File: src/rtl/cnt_seq_ctrl_pkg.sv
// Shared types and default constants for the stopwatch sequencer and its
// neighbouring counter/display blocks.
package cnt_seq_ctrl_pkg;

    typedef enum logic [1:0] {
        IDLE  = 2'd0,
        RUN   = 2'd1,
        PAUSE = 2'd2,
        DONE  = 2'd3
    } state_t;

    localparam logic [31:0] DEF_TICK_DIV = 32'd100000;
    // Same terminal value the display block treats as its MAX.
    localparam logic [31:0] DEF_LIMIT    = 32'd99999999;

endpackage

File: src/rtl/cnt_seq_ctrl_tick_gen.sv
// Programmable prescaler: counts enabled cycles 0..DIV-1 and flags the last
// one; holds when disabled so a paused period resumes where it left off.
module tick_gen
    import cnt_seq_ctrl_pkg::*;
#(
    parameter logic [31:0] DIV   = DEF_TICK_DIV,
    parameter int          WIDTH = 32
) (
    input  logic clk,
    input  logic rst,
    input  logic en,
    input  logic clr,
    output logic tick
);

    localparam logic [WIDTH-1:0] TOP = WIDTH'(DIV - 32'd1);
    localparam logic [WIDTH-1:0] ONE = {{(WIDTH-1){1'b0}}, 1'b1};

    logic [WIDTH-1:0] cnt;

    assign tick = en && (cnt == TOP);

    always_ff @(posedge clk or posedge rst) begin
        if (rst) begin
            cnt <= '0;
        end else if (clr) begin
            cnt <= '0;
        end else if (en) begin
            cnt <= (cnt == TOP) ? '0 : cnt + ONE;
        end
    end

endmodule

File: src/rtl/cnt_seq_ctrl.sv
// Stopwatch run/pause/lap sequencer: turns button pulses into counter
// enable/load controls and picks the live or lapped value for the display.
module cnt_seq_ctrl
    import cnt_seq_ctrl_pkg::*;
#(
    parameter logic [31:0] TICK_DIV = DEF_TICK_DIV,
    parameter logic [31:0] LIMIT    = DEF_LIMIT,
    parameter int          WIDTH    = 32
) (
    input  logic             clk,
    input  logic             rst,
    input  logic             start_p,
    input  logic             stop_p,
    input  logic             clr_p,
    input  logic             lap_p,
    input  logic             load_p,
    input  logic [WIDTH-1:0] load_val,
    input  logic [WIDTH-1:0] cnt_q,
    output logic             cnt_ce,
    output logic             cnt_pe,
    output logic [WIDTH-1:0] cnt_d,
    output logic [WIDTH-1:0] dis_d,
    output logic             running,
    output logic             lap_on,
    output logic             done
);

    localparam logic [WIDTH-1:0] LIM = WIDTH'(LIMIT);

    state_t           state, state_nx;
    logic             ce_nx, pe_nx, lap_on_nx, lap_cap;
    logic             presc_en, presc_clr, tick;
    logic [WIDTH-1:0] d_nx, q_next, lap_reg;

    function automatic logic [WIDTH-1:0] sat_load(input logic [WIDTH-1:0] v);
        return (v >= LIM) ? LIM : v;
    endfunction

    // Value the counter holds once already-issued load/increment land; the
    // terminal decision uses it so an in-flight increment is never repeated.
    assign q_next = cnt_pe ? cnt_d : cnt_q + {{(WIDTH-1){1'b0}}, cnt_ce};

    tick_gen #(
        .DIV   (TICK_DIV),
        .WIDTH (WIDTH)
    ) u_tick (
        .clk  (clk),
        .rst  (rst),
        .en   (presc_en),
        .clr  (presc_clr),
        .tick (tick)
    );

    always_comb begin
        state_nx  = state;
        ce_nx     = 1'b0;
        pe_nx     = 1'b0;
        d_nx      = '0;
        lap_on_nx = lap_on;
        lap_cap   = 1'b0;
        presc_en  = 1'b0;
        presc_clr = 1'b0;

        if (clr_p) begin
            pe_nx     = 1'b1;
            state_nx  = IDLE;
            presc_clr = 1'b1;
            lap_on_nx = 1'b0;
        end else if (load_p) begin
            pe_nx     = 1'b1;
            d_nx      = sat_load(load_val);
            state_nx  = (load_val >= LIM) ? DONE : IDLE;
            presc_clr = 1'b1;
            lap_on_nx = 1'b0;
        end else if (stop_p) begin
            if (state == RUN) state_nx = PAUSE;
        end else if (start_p) begin
            if (state == IDLE || state == PAUSE) state_nx = RUN;
        end else if (lap_p) begin
            if (state == RUN || state == PAUSE) begin
                lap_on_nx = !lap_on;
                lap_cap   = !lap_on;
            end
        end

        // Only a cycle that both starts and stays in RUN advances the prescaler.
        if (state == RUN && state_nx == RUN) begin
            if (q_next >= LIM) begin
                state_nx = DONE;
            end else begin
                presc_en = 1'b1;
                ce_nx    = tick;
            end
        end
    end

    always_ff @(posedge clk or posedge rst) begin
        if (rst) begin
            state   <= IDLE;
            cnt_ce  <= 1'b0;
            cnt_pe  <= 1'b0;
            cnt_d   <= '0;
            lap_on  <= 1'b0;
            lap_reg <= '0;
            dis_d   <= '0;
        end else begin
            state  <= state_nx;
            cnt_ce <= ce_nx;
            cnt_pe <= pe_nx;
            cnt_d  <= d_nx;
            lap_on <= lap_on_nx;
            if (clr_p) begin
                lap_reg <= '0;
            end else if (lap_cap) begin
                lap_reg <= cnt_q;
            end
            dis_d <= lap_on ? lap_reg : cnt_q;
        end
    end

    assign running = (state == RUN);
    assign done    = (state == DONE);

endmodule

File: config.mk
export PLATFORM = sky130hd
export DESIGN_NAME = cnt_seq_ctrl
export DESIGN_NICKNAME = d
export VERILOG_FILES = /design/src/rtl/cnt_seq_ctrl_pkg.sv /design/src/rtl/cnt_seq_ctrl_tick_gen.sv /design/src/rtl/cnt_seq_ctrl.sv
export SDC_FILE = /design/constraint.sdc
export NUM_CORES = 1
export LEC_CHECK = 0
export CELL_PAD_IN_SITES_DETAIL_PLACEMENT = 1
export CELL_PAD_IN_SITES_GLOBAL_PLACEMENT = 1
export CORE_MARGIN = 5
export CORE_UTILIZATION = 39
export CTS_BUF_LIST = sky130_fd_sc_hd__clkbuf_4 sky130_fd_sc_hd__clkbuf_8 sky130_fd_sc_hd__clkbuf_16
export CTS_CLUSTER_SIZE = 14
export DETAILED_ROUTE_END_ITERATION = 6
export GPL_TIMING_DRIVEN = 0
export PLACE_DENSITY = 0.9
export SLEW_MARGIN = 20
export SYNTH_ARGS = -nofsm -noshare
export SYNTH_HDL_FRONTEND = slang
export SYNTH_SLANG_ARGS = --single-unit
export TNS_END_PERCENT = 20
File: constraint.sdc
create_clock -name clk -period 5.9 [get_ports clk]
set_input_delay 0.885 -clock clk [delete_from_list [all_inputs] [get_ports clk]]
set_output_delay 0.885 -clock clk [all_outputs]
set_load 0.01 [all_outputs]
Yosys cells after proc, flatten, opt, wreduce, memory -nomap -nowiden
Index checks and enable logic that the tools add are counted.
{"block": "word_totals", "input_bits": 71, "elab_cells": 67, "output_inout_bits": 69, "regBits": 133}
{"block": "classes", "muxes": 37, "order_cmp": 2, "n_eq_ne": 7, "n_addsub": 2, "reduce_logical": 11}
{"cell": "32-bit two-way mux", "n": 10}
{"cell": "32-bit by 27-bit greater-or-equal comparator with 1-bit output, second input constant", "n": 2}
{"cell": "32-bit by 1-bit adder with 32-bit output", "n": 1}
{"cell": "32-bit by 1-bit adder with 32-bit output, second input constant", "n": 1}
{"cell": "32-bit by 17-bit equality test with 1-bit output, second input constant", "n": 1}
{"cell": "1-bit two-way mux", "n": 18}
{"cell": "2-bit two-way mux", "n": 9}
{"cell": "3-bit by 1-bit inequality test with 1-bit output, second input constant", "n": 2}
{"cell": "3-bit nonzero test", "n": 2}
{"cell": "2-bit by 1-bit equality test with 1-bit output, second input constant", "n": 2}
{"cell": "2-bit equality test, second input constant", "n": 2}
{"cell": "4-bit AND reduction", "n": 1}
{"cell": "2-bit nonzero test", "n": 2}
{"cell": "1-bit logical AND", "n": 2}
{"cell": "2-bit logical NOT", "n": 1}
{"cell": "1-bit logical OR", "n": 2}
{"cell": "1-bit logical NOT", "n": 1}

Logic depth before layout (Yosys ltp)
Gate-level depths: netlist of the first run.
{"block": "logic_depth", "depth_word": 13, "mapped_depth": 12, "mapped_depth_nobuf": 11}

By module
From an unflattened synthesis of the first run, not the netlist that was laid out.
{"block": "hier_totals", "hier_cells": 713, "hier_area_um2": 6929.1}
{"module": "cnt_seq_ctrl", "cells_per_inst": 498, "seq_area_each_um2": 2527.4, "area_per_inst_um2": 5004.8, "instances": 1}
{"module": "tick_gen", "cells_per_inst": 215, "seq_area_each_um2": 800.8, "area_per_inst_um2": 1924.3, "instances": 1}

Least setup slack after synthesis of the first run
Ideal clock, no wire load.
{"block": "synth_timing", "kind": "input to register", "from": "input cnt_q[11]", "to": "register u_tick.cnt[18]", "setup_slack_ns": 2.095, "setup_time_ns": 0.074, "n_path_buf": 3, "arrival_time_ns": 3.730, "t_required_ns": 5.826, "cell_stages": 12, "path_cell_list": "buf_2 -> nand4_2 -> or4_1 -> buf_2 -> a2111o_1 -> nand3_1 -> a31oi_1 -> or4_4 -> a211o_1 -> buf_6 -> or3_1 -> a21oi_2"}
{"block": "synth_between", "elab_chain_cells": 6}
{"item": "start, declared", "line": "cnt_seq_ctrl.sv:18", "rtl": "input logic [WIDTH-1:0] cnt_q,"}
{"item": "32-bit by 1-bit adder with 32-bit output", "line": "cnt_seq_ctrl.sv:41", "rtl": "assign q_next = cnt_pe ? cnt_d : cnt_q + {{(WIDTH-1){1'b0}}, cnt_ce};"}
{"item": "32-bit two-way mux", "line": "cnt_seq_ctrl.sv:41"}
{"item": "32-bit by 27-bit greater-or-equal comparator with 1-bit output", "line": "cnt_seq_ctrl.sv:88", "rtl": "if (q_next >= LIM) begin"}
{"item": "1-bit two-way mux", "line": "cnt_seq_ctrl.sv:88"}
{"item": "1-bit two-way mux", "line": "cnt_seq_ctrl.sv:87", "rtl": "if (state == RUN && state_nx == RUN) begin"}
{"item": "2-bit nonzero test (no line)"}
{"item": "end signal, assigned", "line": "cnt_seq_ctrl_tick_gen.sv:29", "rtl": "cnt <= (cnt == TOP) ? '0 : cnt + ONE;"}
{"item": "end, declared", "line": "cnt_seq_ctrl_tick_gen.sv:19", "rtl": "logic [WIDTH-1:0] cnt;"}
No other way between the ends.
A chain may end at the register's enable or synchronous reset.

Worst setup path after layout of the first run
{"block": "layout_timing", "from": "input cnt_q[0]", "to": "register u_tick.cnt[5]"}
The elaborated chain is that of the path after synthesis.

==> results of run 1 <==
-- power groups by stage --
| stage | sequential (mW) | clock [mW] | combinational (mW) |
|---|---|---|---|
| after detailed placement | 0.969 | 0 | 0.232 |
| after CTS | 0.953 | 1.13 | 0.236 |
| after global routing | 0.955 | 1.18 | 0.252 |
| after global placement | 0.967 | 0 | 0.224 |
| after floorplan | 0.977 | 0 | 0.0795 |
| final | 0.953 | 1.12 | 0.234 |
-- layer usage --
layer	part of all wire, %	wire length [um]	global-route usage (%)	vias to the layer above
met5	0	0	0	-
met4	2.3	533	8.131	0
met3	7.5	1715	6.821	43
met2	49	11140	38.04	217
met1	41	9461	29.23	3220
li1	-	-	-	2876
-- kinds of logic (layout without fill, tap and decap cells) --
kind of cell | after synthesis | in the layout | synth area share [%]
xor gates and xnor gates | 17 | 17 | 2.191
buffers and inverters | 54 | 221 | 3.370
adders and majority gates | 8 | 8 | 1.473
muxes | 29 | 29 | 4.807
AOI/OAI and AO/OA | 157 | 157 | 15.64
and+or+nand+nor | 307 | 307 | 23.48
DFF | 133 | 133 | 48.99
other | 1 | 5 | 0.05520
-- layout make-up --
class	count	area [sq um]	share of cell area, %
Sequential cell	133	3328	36.62
Clock inverter	14	176.4	1.941
Tap cell	225	281.5	3.097
Timing Repair Buffer	135	1369	15.06
Multi-Input combinational cell	523	3258	35.85
Inverter	13	56.30	0.6195
Clock buffer	18	439.2	4.832
Buffer	41	180.2	1.982
-- layout by cell type, fill, tap and decap left out, drive strengths merged, types with 12 or more instances in the layout --
master | synthesis | routed
nor4 | 20 | 20
nand4 | 20 | 20
clkdlybuf4s50 | 0 | 134
a21oi | 54 | 54
inv | 13 | 16
dfrtp | 133 | 133
xnor2 | 12 | 12
clkbuf | 31 | 49
o21ai | 16 | 16
nand3 | 36 | 36
nor3 | 16 | 16
nand2 | 112 | 112
o21a | 26 | 26
nor2 | 27 | 27
mux2 | 29 | 29
-- stage by stage --
step                setup WS [ns]  power (mW)  hold slack [ns]  TNS (ns)
finish                      1.233       2.305           0.5122         0
global route               0.9776       2.387           0.5250         0
CTS                         1.301       2.320           0.5153         0
detailed placement         0.9680       1.201           0.4842         0
global placement          -0.3879       1.191           0.4816    -50.39
floorplan                   1.461       1.057           0.4529         0
-- how the worst max path moves through the flow --
stage	slack (ns)	depth (start not counted)	start	end
floorplan	1.46	1	rst	cnt_ce
global placement	-0.39	2	rst	dis_d[18]
detailed placement	0.97	13	cnt_q[0]	u_tick.cnt[5]
CTS	1.30	13	cnt_q[0]	u_tick.cnt[5]
global route	0.98	13	cnt_q[0]	u_tick.cnt[17]
finish	1.23	13	cnt_q[0]	u_tick.cnt[5]
==> impl_metrics.tcl, run 1 <==
set metrics [dict create \
    clk_pin_slew_ns 0.06 \
    yosysTopAreaCellShare_pct 48.99 \
    internal_power_mw 1.731 \
    worstHoldPathCells 1 \
    cp_slowest_cell "nor4_1" \
    start_util_pct 39.55 \
    clock_path_buffers 2 \
    sw_frac_of_total_pct 24.89 \
    cts_made_buffers 17 \
    required_ns 6.24 \
    synth_common_cells "dfrtp_1 (133), nand2_1 (112), a21oi_1 (53)" \
    setup_viol 0 \
    cts_resized 0 \
    crit_chain "clkdlybuf4s50_1 > ha_1 > ha_1 > nand4_1 > nor4_1 > nand3_1 > xnor2_1 > o221ai_1 > o221ai_1 > a211oi_4 > buf_2 > nand4b_1 > a21oi_1" \
    synth-async-reset-ratio_pct 100.0 \
    placed_area_sq_um 8473 \
    ys_ff_latch 133 \
    dp_cells 1070 \
    avgSynthCellArea_sq_um 9.623 \
    grt_max_degree 70 \
    hold_end "dis_d[31]" \
    vdd_drop_max_mv 0.2197 \
    p_leak_nw 3.645 \
    cts_tree "built" \
    holdBufCountCts 0 \
    crit_path_end_kind "flop" \
    antenna_found_initial 0 \
    clock_skew_ns 0.01002 \
    design_area_sq_um 9089 \
    syn_inst 706 \
    grt_usage_pct 23.16 \
    r2r_cells 12 \
    die_width_um 142.0 \
    drive_gt1_share_pct 10.72 \
    p_per_area_nw_per_um2 253.6 \
    post_cts_buffers 0 \
    grt_pass1_wl_mm 36.74 \
    n_antenna_cell 0 \
    area_delta_synth_final_pct 33.78 \
    final_core_util_pct 52.91 \
    yosysSeqAreaShare_pct 48.99 \
    route.detailed.drc 0 \
    synth.cell_area_sq_um 6794 \
    gr-total-overflow 0 \
    reg2reg_from "cnt_ce" \
    final_cells 1102 \
    synth_edf_count 0 \
    p_seq_share_pct 41.3 \
    maxCapViolations 0 \
    critPathLaunchType "input pin" \
    wirelength_mm 22.85 \
    io_pins 140 \
    hold_violations 0 \
    firstDrtPassIters 5 \
    htreeDepth 4 \
    path_buf_inv 2 \
    synthFlopType "dfrtp_1" \
    tightest_slew_ns 0.8602 \
    hold_class "flop to flop" \
    cts-root-buf "clkbuf_16" \
    grt_pass1_vias 6714 \
    yosys-top-cells-area "dfrtp_1 (49%), nand2_1 (6.2%), mux2_2 (4.8%)" \
    status "finished, final reports clean" \
    slew_headroom_pct 41.85 \
    rrSetupSlack_ns 1.85 \
    hold_path.startpoint "lap_reg[31]" \
    worstPathArrival_ns 5.01 \
    ant_nets 0 \
    rsz0062_at_grt "no" \
    fin_crit_ns 4.667 \
    first_iter_violations 421 \
    synth_cell_types 59 \
    port_buffers 134 \
    pwr-share-comb_pct 10.2 \
    reg2reg_to "u_tick.cnt[5]" \
    clk_latency_ns 0.44 \
    synth.most_common_cell "dfrtp_1" \
    p_clk_share_pct 48.5 \
    setup.worst_path.class "input pin to flop" \
    cp_max_fo 10 \
    fp.dieH_um 142.0 \
    max_freq_mhz 214.3 \
    nets 943 \
    cts_sinks 133 \
    fin_crit_sh_pct 79.10 \
    cpPeakStageDelay_ns 0.74 \
    p_switching_mw 0.5737 \
    yosys_warnings 0 \
    dieArea_sq_um 20160 \
    rows 48 \
    via_per_inst 5.768 \
    slew_violations 0 \
    gp_congestion 0.8643 \
    hpwl_mm 16.17 \
    fillCellCount 1944 \
    yosysTopAreaCell "dfrtp_1" \
    num_vias 6356 \
    wire_per_inst_um 20.73 \
    cpLargestDelayFamily "compound AO/OA/AOI/OAI gates" \
    core_sq_um 17180 \
]
No activity file was read; power rests on OpenSTA's default activity.
==> inputs of run 2 (changes only) <==
--- a/config.mk
+++ b/config.mk
@@ -8,12 +8,12 @@
 export CELL_PAD_IN_SITES_DETAIL_PLACEMENT = 1
 export CELL_PAD_IN_SITES_GLOBAL_PLACEMENT = 1
 export CORE_MARGIN = 5
-export CORE_UTILIZATION = 39
+export CORE_UTILIZATION = 36
 export CTS_BUF_LIST = sky130_fd_sc_hd__clkbuf_4 sky130_fd_sc_hd__clkbuf_8 sky130_fd_sc_hd__clkbuf_16
 export CTS_CLUSTER_SIZE = 14
 export DETAILED_ROUTE_END_ITERATION = 6
 export GPL_TIMING_DRIVEN = 0
-export PLACE_DENSITY = 0.9
+export PLACE_DENSITY = 0.87
 export SLEW_MARGIN = 20
 export SYNTH_ARGS = -nofsm -noshare
 export SYNTH_HDL_FRONTEND = slang
==> constraint.sdc (replaced) <==
create_clock -name clk -period 4.25 [get_ports clk]
set_input_delay 0.6375 -clock clk [delete_from_list [all_inputs] [get_ports clk]]
set_output_delay 0.6375 -clock clk [all_outputs]
set_load 0.01 [all_outputs]
==> impl_metrics.tcl, run 2 (same netlist as run 1, synthesis figures left out) <==
set metrics [dict create \
    status "finished, final reports clean" \
    hold_class "flop to flop" \
    layout_commonest_cell "clkdlybuf4s50_1" \
    io_pins 140 \
    hold_end "dis_d[31]" \
    area_delta_synth_final_pct 34.40 \
    setup_slack_ns 0.1994 \
    placed_area_sq_um 8478 \
    start_util_pct 36.44 \
    wire_per_inst_um 20.33 \
    fin_crit_ns 4.051 \
    grt_pass1_wl_mm 36.18 \
    gr-total-overflow 0 \
    hold_slack_ns 0.5100 \
    setup.worst_path.class "input pin to flop" \
    tightest_slew_ns 0.9674 \
    seq_area_sq_um 3328 \
    vdd_drop_max_mv 0.2820 \
    worstHoldPathCells 1 \
    final_cell_mix "clkdlybuf4s50_1 (134), dfrtp_1 (133), nand2_1 (112), a21oi_1 (52), nand3_1 (36)" \
    wirelength_mm 22.65 \
    hpwl_mm 16.26 \
    gp_congestion 0.8976 \
    cts_made_buffers 17 \
    clock_path_buffers 2 \
    required_ns 4.61 \
    p_per_area_nw_per_um2 348.6 \
    fin_crit_sh_pct 95.31 \
    cp_max_fo 10 \
    grt_usage_pct 20.78 \
    max_freq_mhz 246.9 \
    drive_gt1_share_pct 11.25 \
    rrSetupSlack_ns 0.55 \
    reg2reg_from "cnt_ce" \
    clk_pin_slew_ns 0.06 \
    dieArea_sq_um 21720 \
    nets 946 \
    design_area_sq_um 9131 \
    reg2reg_to "u_tick.cnt[13]" \
    n_antenna_cell 0 \
    r2r_cells 13 \
    power.total_mw 3.184 \
    grt_pass1_vias 6689 \
    maxCapViolations 0 \
    ant_nets 0 \
    firstDrtPassIters 5 \
    antenna_found_initial 0 \
    num_vias 6269 \
    route.detailed.drc 0 \
    die_width_um 147.4 \
    cts_tree "built" \
    crit_path_end_kind "flop" \
    first_iter_violations 413 \
    critPathLaunchType "input pin" \
    slew_headroom_pct 34.60 \
    core_sq_um 18640 \
    p_leak_nw 3.663 \
    cts-root-buf "clkbuf_16" \
    place_ws_ns -0.4560 \
    hold_path.startpoint "lap_reg[31]" \
    rows 50 \
    fp.dieH_um 147.4 \
    setup_viol 0 \
    grt_max_degree 86 \
    hold_violations 0 \
    worstPathArrival_ns 4.41 \
    port_buffers 134 \
    cts_sinks 133 \
    clock_skew_ns 0.009118 \
    via_per_inst 5.627 \
    multi_input_area_sq_um 3268 \
    slew_violations 0 \
    clk_latency_ns 0.43 \
    fillCellCount 2097 \
    htreeDepth 4 \
]
==> run 2: cell types whose count changed in the layout (fill, tap and decap cells not counted) <==
| cell | previous run | this run |
|---|---|---|
| a21oi_1 | 53 | 52 |
| a21oi_2 | 1 | 2 |
| buf_4 | 1 | 4 |
| clkinv_2 | 2 | 3 |
| clkinv_4 | 4 | 2 |
| inv_8 | 1 | 2 |
| nor4_1 | 19 | 18 |
| nor4_2 | 1 | 2 |
==> run 2: repair_timing <==
action,CTS,global route
resized for setup,1,1
endpoints found under the setup margin,13,30
setup buffers,0,3
pin swaps,0,1
hold buffers,0,0
==> run 2: worst max-delay path, cell delays in order <==
cell and delay, ns:
clkdlybuf4s50_1 0.56, nand3_1 0.32, or4_1 0.55, buf_2 0.18
nor4_1 0.40, a311oi_1 0.17, or4_4 0.60, a211oi_4 0.21
buf_4 0.18, buf_4 0.17, nor3b_1 0.26, o21a_1 0.16
==> run 2: metrics by stage <==
step | instances | utilization (%) | TNS, ns
finish | 1114 | 48.98 | 0
global route | 1114 | 48.98 | -0.06539
CTS | 1111 | 48.81 | 0
detailed placement | 1079 | 45.48 | -11.81
global placement | 1078 | 45.29 | -255.38
floorplan | 710 | - | 0
==> run 2: worst max-delay path by stage <==
stage | start | to | slack [ns] | cells past startpoint
3_3_place_gp | rst | cnt_d[4] | -1.87 | 2
3_5_place_dp | cnt_q[0] | u_tick.cnt[25] | -0.46 | 13
2_1_floorplan | rst | cnt_ce | 0.06 | 1
6_report | cnt_q[4] | u_tick.cnt[13] | 0.20 | 12
4_1_cts | cnt_q[4] | u_tick.cnt[13] | 0.06 | 12
5_1_grt | cnt_q[0] | u_tick.cnt[22] | -0.03 | 14
==> run 2: cell type report <==
class | instances | area share (%)
buffer | 41 | 1.973
clock buffer | 18 | 4.810
clock inverter | 14 | 1.918
inverter | 13 | 0.6166
multi-input combinational | 523 | 35.79
sequential | 133 | 36.45
tap | 234 | 3.206
timing repair buffer | 138 | 15.24
==> run 2: report_power, final <==
part	internal, mW	switching, mW
Clock	0.945	0.591
Combinational	0.156	0.169
Sequential	1.30	0.0186
==> run 2: metal layers <==
metal | GRT usage (%) | routed length (um) | up-vias
met5 | 0 | 0 | -
met4 | 7.782 | 591 | 0
met3 | 5.886 | 1507 | 39
met2 | 34.06 | 10800 | 197
met1 | 26.27 | 9751 | 3150
li1 | - | - | 2883
==> inputs of run 3 (changes only) <==
--- a/config.mk
+++ b/config.mk
@@ -14,6 +14,7 @@
 export DETAILED_ROUTE_END_ITERATION = 6
 export GPL_TIMING_DRIVEN = 0
 export PLACE_DENSITY = 0.87
+export SETUP_SLACK_MARGIN = 0.02
 export SLEW_MARGIN = 20
 export SYNTH_ARGS = -nofsm -noshare
 export SYNTH_HDL_FRONTEND = slang
==> results of run 3 <==
The final DEF is identical to that of run 2. Status: finished, final reports clean.
==> RTL change 1, RTL diff (flow settings as in run 2) <==
Re-encode `state_t` (4 states) as one-hot, 4 bits wide.
--- a/src/rtl/cnt_seq_ctrl_pkg.sv
+++ b/src/rtl/cnt_seq_ctrl_pkg.sv
@@ -2,11 +2,11 @@
 // neighbouring counter/display blocks.
 package cnt_seq_ctrl_pkg;
 
-    typedef enum logic [1:0] {
-        IDLE  = 2'd0,
-        RUN   = 2'd1,
-        PAUSE = 2'd2,
-        DONE  = 2'd3
+    typedef enum logic [3:0] {
+        IDLE  = 4'b0001,
+        RUN   = 4'b0010,
+        PAUSE = 4'b0100,
+        DONE  = 4'b1000
     } state_t;
 
     localparam logic [31:0] DEF_TICK_DIV = 32'd100000;
Function: no difference found for any inputs over 10 cycles, from zero or initial values and one cycle with rst high; not proved beyond that.
==> RTL change 1 against run 2 <==
Worst setup slack worse by 25 ps. Sequential cell count is 2 higher. Global-route usage grew 1.1 points. Area after synthesis rose by 3.3%. Cell area up 3.0%. Power is 3.0% lower. Maximum frequency fell by 0.61%. Routed wire length up 7.1%. Worst hold slack got worse by 7.2 ps. First-iteration DRC count decreased by 0.97%. Largest cell class is now multi-input gates.
==> RTL change 1: results (changes against run 2) <==
stage;metric;value;unit;change
status;run_status;complete, no violations;;
timing;fin_worst_skew;8.090;ps;-1.027 ps
placed_design;hpwl;17110;um;+5.2%
placed_design;placedCellCount;1141;;+5.7%
power_and_ir_drop;swShare;0.2530;;+0.008299
final_layout;nets;974;;+3.0%
synthesis;ys_seq_area_frac;0.4817;;-0.008152
synthesis;synth.distinct_cells;69;;+17%
timing;max_slew.worst_pin.slew;766.6;ps;-200.8 ps
detailed_routing;drt-met1-wl;9656;um;-0.97%
power_and_ir_drop;leakagePower;3.662;nW;about the same
detailed_routing;wirelength;24260;um;+7.1%
grt;grt_pass1_vias;7170;;+7.2%
worst_setup_path;slowest_stage;clkdlybuf4s50_1;;
detailed_routing;via_count;6766;;+7.9%
grt;grt_usage;0.2185;;+0.01066
grt;grt_use_met2;0.3722;;+0.03162
placed_design;place.gp.congestion;0.9035;;+0.66%
synthesis;synth_commonest_cells;dfrtp_1 (134), nand2_1 (117), a21oi_1 (58), nor2_1 (40), clkbuf_1 (34);;
clock_tree;htree_levels;4;;unchanged
worst_setup_path;critical_path_arrival;4390;ps;-20 ps
detailed_routing;drt-initial-drc-count;409;;-0.97%
grt;grt_max_degree;75;;-13%
detailed_routing;wl_met2;11880;um;+10%
power_and_ir_drop;ir_drop;306.5;uV;+8.7%
placed_design;dpl_cell_area;8792;um^2;+3.7%
synthesis;syn_inst;732;;+3.7%
final_layout;drive_gt1_frac;0.1162;;+0.003728
final_layout;stdcell_count;1177;;+5.7%
grt;grt_pass1_wl;38500;um;+6.4%
final_layout;final.fill_count;2191;;+4.5%
worst_setup_path;slowest_delay;680;ps;+80 ps
detailed_routing;wl_met3;2111;um;+40%
detailed_routing;dr.pass1.iters;5;;unchanged
clock_tree;cts_resized;0;;-1
worst_setup_path;crit_family;buffers and inverters;;
RTL change 1: power by group through the flow:
stage,Sequential [mW],Combinational (mW),Clock [mW]
after floorplan,1.37,0.106,0
after global placement,1.35,0.305,0
after detailed placement,1.35,0.315,0
after CTS,1.33,0.319,1.46
after global routing,1.33,0.344,1.51
final,1.33,0.319,1.44
RTL change 1: layout make-up:
type / instances / area (um^2) / share of cell area
multi-input cells: 539 / 3425 / 0.3642
flip-flops and latches: 135 / 3379 / 0.3594
repair buffers: 144 / 1446 / 0.1538
clock buffers: 20 / 460.4 / 0.04896
well taps: 265 / 331.6 / 0.03526
plain buffers: 43 / 177.7 / 0.01889
clock inverters: 12 / 105.1 / 0.01118
inverters: 19 / 78.83 / 0.008382
RTL change 1: path summary, 6_finish.rpt:
kind | from | to | slack, ps | cells after the start
worst max-delay path | cnt_q[3] | u_tick.cnt[11]$_DFFE_PP0P_ | 170 | 11
worst min-delay path | lap_reg[30]$_DFFE_PP0P_ | dis_d[30]$_DFF_PP0_ | 500 | 1
worst max register to register | cnt_ce$_DFF_PP0_ | u_tick.cnt[9]$_DFFE_PP0P_ | 760 | 10
worst min register to register | lap_reg[30]$_DFFE_PP0P_ | dis_d[30]$_DFF_PP0_ | 500 | 1
max in group asynchronous | rst | state[0]$_DFF_PP1_ | 2860 | 3
min in group asynchronous | rst | dis_d[26]$_DFF_PP0_ | 650 | 2
RTL change 1: logic make-up after synthesis:
| group | share of synthesized area |
|---|---|
| and+or+nand+nor | 0.2406 |
| AOI/OAI and AO/OA | 0.1648 |
| DFF | 0.4817 |
| buffers and inverters | 0.03513 |
| muxes | 0.05511 |
| xor gates and xnor gates | 0.01498 |
| adders and majority gates | 0.007134 |
| other | 0.0005345 |
==> RTL change 2, RTL diff (config.mk and constraints of run 2) <==
Without the edit above. `WIDTH` is set to 32 in 2 places; all go to 64.
--- a/src/rtl/cnt_seq_ctrl_tick_gen.sv
+++ b/src/rtl/cnt_seq_ctrl_tick_gen.sv
@@ -4,7 +4,7 @@
     import cnt_seq_ctrl_pkg::*;
 #(
     parameter logic [31:0] DIV   = DEF_TICK_DIV,
-    parameter int          WIDTH = 32
+    parameter int          WIDTH = 64
 ) (
     input  logic clk,
     input  logic rst,
--- a/src/rtl/cnt_seq_ctrl.sv
+++ b/src/rtl/cnt_seq_ctrl.sv
@@ -5,7 +5,7 @@
 #(
     parameter logic [31:0] TICK_DIV = DEF_TICK_DIV,
     parameter logic [31:0] LIMIT    = DEF_LIMIT,
-    parameter int          WIDTH    = 32
+    parameter int          WIDTH    = 64
 ) (
     input  logic             clk,
     input  logic             rst,
Interface: changed (resized cnt_d, cnt_q, dis_d and load_val); port bits go from 140 to 268. No check against the original RTL was run, so the function may have changed too.
==> RTL change 2 against run 2 <==
The flow now finishes with violations (negative setup slack). Non-clock buffer count is 182 higher. Area after synthesis is 93% higher. Worst setup slack worse by 330 ps. Power is 90% higher. Register-to-register slack worse by 680 ps. Sequential cell count is 128 higher. Cell area is 96% higher. Routed wire length is 140% higher. Global-route usage is 4.8 points higher. Critical endpoint is now u_tick.cnt[2]$_DFFE_PP0P_. Largest power group unchanged.
==> RTL change 2: results (changes against run 2) <==
stage;metric;value;unit;change
detailed_routing;vias_per_cell;5.944;;+5.6%
timing;fin_worst_skew;18.44;ps;+9.319 ps
clock_tree;numCtsBuffers;30;;+13
timing;worst_slack;-126.1;ps;-325.5 ps
detailed_routing;via_count;13240;;+110%
power_and_ir_drop;pwr-share-seq;0.430;;+0.015
status;run_status;complete, but fails checks;;
grt;grt_usage;0.2563;;+0.04843
placed_design;place.gp.congestion;0.9077;;+1.1%
clock_tree;htree_levels;1;;-3
grt;grt_pass1_wl;83230;um;+130%
synthesis;synthAdderAreaFrac;0.006695;;-0.008038
worst_setup_path;critical_path_arrival;4800;ps;+390 ps
worst_setup_path;critPathKind;flip-flop to flip-flop;;
power_and_ir_drop;pg_comb;0.661;mW;+100%
final_layout;drive_gt1_frac;0.1191;;+0.006615
grt;grt_max_degree;36;;-58%
final_layout;final.fill_count;4048;;+93%
grt;antenna_found_initial;4;;+4
placed_design;place_ws;-1117;ps;-661.4 ps
placed_design;portBuffers;257;;+92%
hold_path;min_path_cells;3;;+2
placed_design;placedCellCount;2168;;+100%
synthesis;muxShareOfSynthArea;0.06055;;+0.01248
synthesis;synth_area_leaders;dfrtp_1 (50%), nand2_1 (5.7%), mux2_2 (5.5%);;
synthesis;synth-xor-area-share;0.01339;;-0.008525
hold_path;hp-class;primary input to flip-flop;;
clock_tree;cts_buffer_depth;3;;+1
placed_design;dpl_cell_area;16590;um^2;+96%
clock_tree;insertion_delay;570;ps;+140 ps
placed_design;hpwl;38570;um;+140%
power_and_ir_drop;leakagePower;6.927;nW;+89%
power_and_ir_drop;p_total;6.052;mW;+90%
hold_path;hp-start;cnt_q[21];;
synthesis;synth_compound_area_frac;0.1257;;-0.03067
synthesis;syn_area_per_cell;9.324;um^2;-3.1%
status;failed_checks;negative setup slack;;
timing;setup-violations-final;13;;+13
timing;relSlewSlack;0.4455;;+0.09950
worst_setup_path;worst-r2r-cell-count;15;;+2
hold_path;hold_end;lap_reg[21]$_DFFE_PP0P_;;
worst_setup_path;critPathCapture;u_tick.cnt[2]$_DFFE_PP0P_;;
worst_setup_path;worstReg2RegEnd;u_tick.cnt[2]$_DFFE_PP0P_;;
synthesis;synth_top_area_share;0.4993;;+0.009412
[RTL change 2: cell types whose count changed after synthesis, moves of 42 or more]
| cell | change |
|---|---|
| nand2_1 | +88 |
| o21ai_0 | +54 |
| dfrtp_1 | +128 |
| nand4_1 | +42 |
| a21oi_1 | +90 |
| nor2_1 | +84 |
[RTL change 2: repair_timing]
item,CTS,global route
endpoints found under the setup margin,66,61
buffers inserted,5,1
cloned,1,0
gates resized for setup,55,44
pin swaps,7,4
[RTL change 2: through the flow]
stage,setup TNS (ps),hold WS [ps],utilization
finish,-465.0,392.5,0.4998
global route,-1887,391.0,0.4997
CTS,0,392.0,0.4974
detailed placement,-63460,469.0,0.4642
global placement,-502130,469.1,0.4580
floorplan,0,449.7,-
[RTL change 2: layer usage]
layer	global-route usage	part of all wire	wire, um
met4	0.1040	0.044	2385
met2	0.4473	0.50	27200
met5	0	0.00024	13
met3	0.04653	0.062	3342
met1	0.3141	0.39	21400
[RTL change 2: cell families after synthesis]
family	count (synthesis)
simple gates	647
compound gates	289
other cells	1
xor+xnor	20
fa+ha+maj	7
flops	261
mux	71
buf+inv	107
[RTL change 2: worst max-delay path, cell delays in order, from the launching register on]
cell and delay, ps:
dfrtp_1 410, ha_4 190, ha_2 230, clkbuf_1 480, nand4_1 220, mux2i_1 160, a211oi_1 420, a2bb2oi_1 260
o211ai_1 170, a31oi_2 320, o2111ai_2 250, buf_6 240, clkbuf_4 210, clkbuf_2 230, o21ai_0 290, a21oi_1 140
[RTL change 2: cell type report]
cell class                      instances  share of cell area
Buffer                                 86             0.02248
Sequential cell                       261              0.3656
Inverter                               17            0.003782
Multi-Input combinational cell       1071              0.3583
Clock inverter                         16             0.01240
Timing Repair Buffer                  275              0.1579
Antenna cell                            4           0.0005603
Tap cell                              461             0.03229
Clock buffer                           37             0.04665
